$ cat config.mk
export PLATFORM = sky130hd
export DESIGN_NAME = mul_seq_ctrl
export DESIGN_NICKNAME = d
export VERILOG_FILES = /design/src/rtl/mul_seq_ctrl.sv
export SDC_FILE = /design/constraint.sdc
export NUM_CORES = 1
export LEC_CHECK = 0
export ABC_AREA = 1
export BUFFER_PORTS_ARGS = -buffer_cell sky130_fd_sc_hd__buf_4
export CAP_MARGIN = 20
export CORE_MARGIN = 2
export CORE_UTILIZATION = 49
export DETAILED_ROUTE_END_ITERATION = 12
export PLACE_DENSITY = 0.75
export REMOVE_ABC_BUFFERS = 1
export SLEW_MARGIN = 20
export SYNTH_ARGS = -nofsm -noshare
export SYNTH_HDL_FRONTEND = slang
export SYNTH_SLANG_ARGS = --single-unit
$ cat constraint.sdc
create_clock -name clk -period 3.7 [get_ports clk]
set_clock_uncertainty 0.1 [all_clocks]
set_input_delay 0.185 -clock clk [delete_from_list [all_inputs] [get_ports clk]]
set_output_delay 0.185 -clock clk [all_outputs]
set_load 0.03 [all_outputs]
$ cat src/rtl/mul_seq_ctrl.sv
// Sequential unsigned shift-add multiplier controller. It steps an external WIDTH-bit adder
// through one partial product per cycle and exposes a start/busy/done handshake.
module mul_seq_ctrl #(
   parameter int unsigned WIDTH = 16
) (
   input  logic               clk,
   input  logic               rst,
   input  logic               start,
   input  logic [WIDTH-1:0]   op_a,
   input  logic [WIDTH-1:0]   op_b,
   output logic               busy,
   output logic               done,
   output logic [2*WIDTH-1:0] product,
   output logic [WIDTH-1:0]   add_a,
   output logic [WIDTH-1:0]   add_b,
   output logic               add_ci,
   input  logic [WIDTH-1:0]   add_o,
   input  logic               add_co
);

   localparam int unsigned CNT_W  = $clog2(WIDTH) + 1;
   localparam int unsigned PROD_W = 2 * WIDTH;

   typedef enum logic [1:0] {
      S_IDLE = 2'd0,
      S_CALC = 2'd1,
      S_DONE = 2'd2
   } state_t;

   state_t              state_q,   state_d;
   logic [WIDTH-1:0]    mcand_q,   mcand_d;
   logic [WIDTH-1:0]    p_hi_q,    p_hi_d;
   logic [WIDTH-1:0]    p_lo_q,    p_lo_d;
   logic [CNT_W-1:0]    count_q,   count_d;
   logic [PROD_W-1:0]   product_q, product_d;
   logic                busy_q,    busy_d;
   logic                done_q,    done_d;
   logic [WIDTH-1:0]    add_a_q,   add_a_d;
   logic [WIDTH-1:0]    add_b_q,   add_b_d;

   // Next-state, datapath and registered-output decode
   always_comb begin
      state_d   = state_q;
      mcand_d   = mcand_q;
      p_hi_d    = p_hi_q;
      p_lo_d    = p_lo_q;
      count_d   = count_q;
      product_d = product_q;

      unique case (state_q)
         S_IDLE: begin
            if (start) begin
               mcand_d = op_a;
               p_lo_d  = op_b;
               p_hi_d  = '0;
               count_d = '0;
               state_d = S_CALC;
            end
         end
         S_CALC: begin
            // The adder carry becomes the new MSB so the 17th sum bit is never lost
            p_hi_d  = {add_co, add_o[WIDTH-1:1]};
            p_lo_d  = {add_o[0], p_lo_q[WIDTH-1:1]};
            count_d = count_q + CNT_W'(1);
            if (count_q == CNT_W'(WIDTH - 1)) begin
               product_d = {p_hi_d, p_lo_d};
               state_d   = S_DONE;
            end
         end
         S_DONE: begin
            state_d = S_IDLE;
         end
         default: begin
            state_d = S_IDLE;
         end
      endcase

      // Adder operands are precomputed for the coming cycle; zero outside CALC keeps the adder quiet
      busy_d  = (state_d != S_IDLE);
      done_d  = (state_d == S_DONE);
      add_a_d = (state_d == S_CALC) ? p_hi_d : '0;
      add_b_d = ((state_d == S_CALC) && p_lo_d[0]) ? mcand_d : '0;
   end

   always_ff @(posedge clk) begin
      if (rst) begin
         state_q   <= S_IDLE;
         mcand_q   <= '0;
         p_hi_q    <= '0;
         p_lo_q    <= '0;
         count_q   <= '0;
         product_q <= '0;
         busy_q    <= 1'b0;
         done_q    <= 1'b0;
         add_a_q   <= '0;
         add_b_q   <= '0;
      end else begin
         state_q   <= state_d;
         mcand_q   <= mcand_d;
         p_hi_q    <= p_hi_d;
         p_lo_q    <= p_lo_d;
         count_q   <= count_d;
         product_q <= product_d;
         busy_q    <= busy_d;
         done_q    <= done_d;
         add_a_q   <= add_a_d;
         add_b_q   <= add_b_d;
      end
   end

   assign busy    = busy_q;
   assign done    = done_q;
   assign product = product_q;
   assign add_a   = add_a_q;
   assign add_b   = add_b_q;
   assign add_ci  = 1'b0;

endmodule

# == After elaboration in Yosys (flattened, before gate mapping) ==
# Cells that the tools add are included.
# word_totals
regBits,121
out_inout_bits,67
wordCells,38
inputBits,52
# op_classes
bitwise_logic,2
n_reduce_logical,8
add_sub_neg,1
n_mux,11
n_eq_ne,5
# op_table
operator,count
two-way mux 16 bit,4
case mux 16 bit (2 select lines),2
case mux 5 bit (2 select lines),1
adder 5 x 1 -> 5 bit (second input constant),1
== test 5 x 4 -> 1 bit (second input constant),1
two-way mux 5 bit,1
== test 2 x 1 -> 1 bit (second input constant),2
two-way mux 2 bit,2
case mux 2 bit (2 select lines),1
AND reduction 2 bit,2
nonzero test 2 bit,2
OR reduction 2 bit,2
== test 2 bit (second input constant),1
zero test 2 bit,1
!= test 2 bit (second input constant),1
inverter 1 bit,2
logical AND 1 bit,1

# == Depth between registers and ports, before layout ==
# depth
ltp_word,7
depth_mapped,10
mapped_depth_nobuf,9

# == Worst setup path before layout ==
# No wires, ideal clock.
# synth_timing
kind,register -> register
start,reg count_q[0]
end,reg product_q[23] (netlist: product[23])
required_ns,3.484
path_stages_with_launch,11
n_path_buf,1
period_less_slack_ns,1.702
setup_ns,0.116
arrival_ns,1.486
path_slack_ns,1.998
cell_sequence,dfxtp_1 ha_1 inv_1 nor3_1 ha_1 nand2_2 nor2_2 inv_2 clkbuf_1 nor2_1 nor2_1
# synth_via
elab_chain_len,2
# synth_rtl
element,line_no,text
from (decl),34,"logic [CNT_W-1:0] count_q, count_d;"
from (signal assigned),102,count_q <= count_d;
== test 5 x 4 -> 1 bit,65,if (count_q == CNT_W'(WIDTH - 1)) begin
AND reduction 2 bit (no line),n/a,
to (signal assigned),103,product_q <= product_d;
to (decl),35,"logic [PROD_W-1:0] product_q, product_d;"
# Every way passes these cells.
# A chain may end at the register's enable or synchronous reset.

# == Worst setup path after layout ==
# layout_timing
start,reg state_q[0]
end,reg add_a_q[6] (netlist: add_a[6])
# layout_via
elab_chain_len,5
word_cells_on_any_way,9
cone_classes,2 x eq/ne; 4 x mux; 1 x bitwise; 2 x reduce/logical
# layout_rtl
element,line_no,text
from (decl),30,"state_t state_q, state_d;"
from (signal assigned),98,state_q <= state_d;
== test 2 x 1 -> 1 bit (tied with other cells),50,unique case (state_q)
case mux 2 bit (2 select lines),50,
== test 2 x 1 -> 1 bit,81,add_a_d = (state_d == S_CALC) ? p_hi_d : '0;
inverter 1 bit (no line),n/a,
OR reduction 2 bit (no line),n/a,
to (signal assigned),95,add_a_q <= '0;
to (signal assigned),106,add_a_q <= add_a_d;
to (decl),38,"logic [WIDTH-1:0] add_a_q, add_a_d;"
# Several ways; a longest one is shown, not always the timed one.

==> reports/metrics.cfg <==
[detailed_routing]
first_iter_violations=152
wl_per_cell_um=13.7
drt-met1-wl_mm=4.76
top_layer=met4
avgViaCountPerCell=5.00
wirelength_mm=11.2
wl_met3_um=630
firstDrtPassIters=4
num_vias=4081
wl_met2_mm=5.64
drc=0
ant_nets=0

[sta]
finalCriticalPeriod_ns=2.79
fin_ws_ns=0.913
setup_violations=0
max_freq_mhz=359
period_share=0.753
slew_headroom=0.433
holdWs_ns=0.0478
rsz0062_at_grt=false
final-hold-violation-count=0
tightest_slew_ns=0.849
slew_viol_final=0
fin_setup_tns_ns=0

[global_route]
grt_overflow=0
grt_antenna_before_repair=0
grt_max_degree=50
grtUsageTotal=0.233
grt_pass1_wl_mm=18.4
grt_pass1_vias=4050

[run_status]
status=finished, final reports clean

[logic_synthesis]
netlist_area_mm2=0.00442
ys_types=29
synth_compound_area_frac=0.108
ys_seq_elements=121
synth_warnings=0
synthCells=543
synth_xor_area_frac=0
synthMuxAreaShare=0
synth-adder-area-share=0.00566
synth_top_family_by_area=simple AND/OR/NAND/NOR gates
ys_seq_area_frac=0.548
synth-simple-area-share=0.259
syn_avg_cell_area_um2=8.14

[hold_path]
min_from=rst
holdPathStages=2
whs_endpoint=done$_SDFF_PP0_
hold_path_class=in -> reg

[pwr]
peakVddDrop_v=0.000454
p_switching_mw=0.798
power_density_mw_per_mm2=526
pwr-share-comb=0.095
p_sw_frac=0.238
p_int_mw=2.55
clockPowerShare=0.495
seqPwrFrac=0.410
p_leak_nw=2.89

[final_layout]
areaGrowthSynthToFinish_pct=44.2
drive_gt1_frac=0.247
final_common_cell=dfxtp_1
n_antenna_cell=0
final_cell_mix=dfxtp_1 (121), buf_4 (120), nand2_1 (95)
nets=750
final_cell_area_mm2=0.00637

[die]
die_x_um=99.0
die_h_um=99.0
coreArea_mm2=0.00872
ios=119
initial_core_util=0.507
rows=34
dieArea_mm2=0.00979

[clock_network]
clock_path_buffers=2
clk_pin_slew_worst_paths_ns=0.06
cts_tree=done
cts.sinks=121
root_buffer=clkbuf_8
cts_inserted_buffers=17
cts.htree.levels=4
cts_setup_buffers=0
cts_resized=0
clock_latency_ns=0.50

[setup_path]
cp_max_fo=33
setup.worst_path.start=state_q[0]$_SDFF_PP0_
ff2ff_setup_slack_ns=0.91
cp.required_ns=4.00
arrival_ns=3.09
r2r_cells=4
r2r-end=add_a[6]$_SDFF_PP0_
cp-end-kind=flop
critPathKind=reg -> reg
cp-start-kind=flop
timing.rr.start=state_q[0]$_SDFF_PP0_

[placed_design]
dpl_cell_area_mm2=0.00528
gp_congestion=0.757
port_buffers=117
dp_slack_ns=0.928
dp_hpwl_mm=6.53

[job]
cap_violations=0

==> registers in the layout, indices dropped and copies added, names as in the netlist <==
signal   count
busy         1
add_a       16
done         1
p_hi_q      16
p_lo_q      16
product     32
add_b       16
state_q      2
count_q      5
mcand_q     16
==> through the flow <==
stage / instances / power (mW) / utilization
after detailed placement: 737 / 1.68 / 0.606
after CTS: 817 / 3.38 / 0.731
after global routing: 817 / 3.48 / 0.731
after floorplan: 509 / 1.56 / -
after global placement: 737 / 1.67 / 0.606
final: 817 / 3.35 / 0.731
==> per-layer routing <==
layer / global-route usage / vias to the layer above
met5: 0 / -
met4: 0.0917 / 0
met3: 0.0603 / 15
met2: 0.388 / 139
met1: 0.290 / 1883
li1: - / 2044
==> cells by family (layout without fill, tap and decap cells) <==
logic type	Yosys count	in the layout
AOI/OAI and AO/OA	94	94
other	1	1
buffers and inverters	78	244
DFF	121	121
adders and majority gates	2	2
and+or+nand+nor	247	247
==> power by group through the flow <==
stage | clock network, mW | logic, mW | registers (mW)
finish | 1.66 | 0.320 | 1.37
global route | 1.75 | 0.352 | 1.38
CTS | 1.69 | 0.320 | 1.37
detailed placement | 0 | 0.277 | 1.40
global placement | 0 | 0.270 | 1.40
floorplan | 0 | 0.130 | 1.43
==> timing repair <==
| item | CTS | global route |
|---|---|---|
| endpoints found under the setup margin | 0 | 0 |
| endpoints found under the hold margin | 87 | 0 |
| hold buffers | 48 | 0 |
==> worst max-delay path, cell delays in order (launching register included) <==
cell and delay (ns):
dfxtp_1 0.50, nand2_4 0.25, nand2_1 0.60, nand3_2 0.83
a21oi_1 0.39
==> cell usage after synthesis, drive strengths merged <==
cell type / number / share of area
nor3: 17 / 0.034
clkbuf: 12 / 0.010
o21a: 1 / 0.0017
nand2: 97 / 0.085
nand4: 1 / 0.0014
a21oi: 53 / 0.060
nor2: 87 / 0.077
dfxtp: 121 / 0.55
conb: 1 / 0.00085
clkinv: 1 / 0.00085
and2: 1 / 0.0014
ha: 2 / 0.0057
nand3b: 16 / 0.027
buf: 22 / 0.030
o22ai: 4 / 0.0057
nand3: 28 / 0.034
o21ai: 36 / 0.041
inv: 43 / 0.037
==> worst max path at each step <==
stage,slack (ns),to,cells after the start
floorplan,1.24,product[16]$_SDFFE_PP0P_,9
global placement,1.07,add_b[15]$_SDFF_PP0_,4
detailed placement,0.93,add_b[15]$_SDFF_PP0_,4
CTS,0.91,add_a[4]$_SDFF_PP0_,4
global route,0.73,add_a[6]$_SDFF_PP0_,4
finish,0.91,add_a[6]$_SDFF_PP0_,4
==> cell type report <==
cell class,count,area (um^2)
well taps,108,135
fillers,628,2350
flip-flops and latches,121,2420
clock buffers,19,442
inverters,44,165
multi-input cells,344,1660
repair buffers,168,1380
clock inverters,13,169
Power figures use the tool's default switching activity.
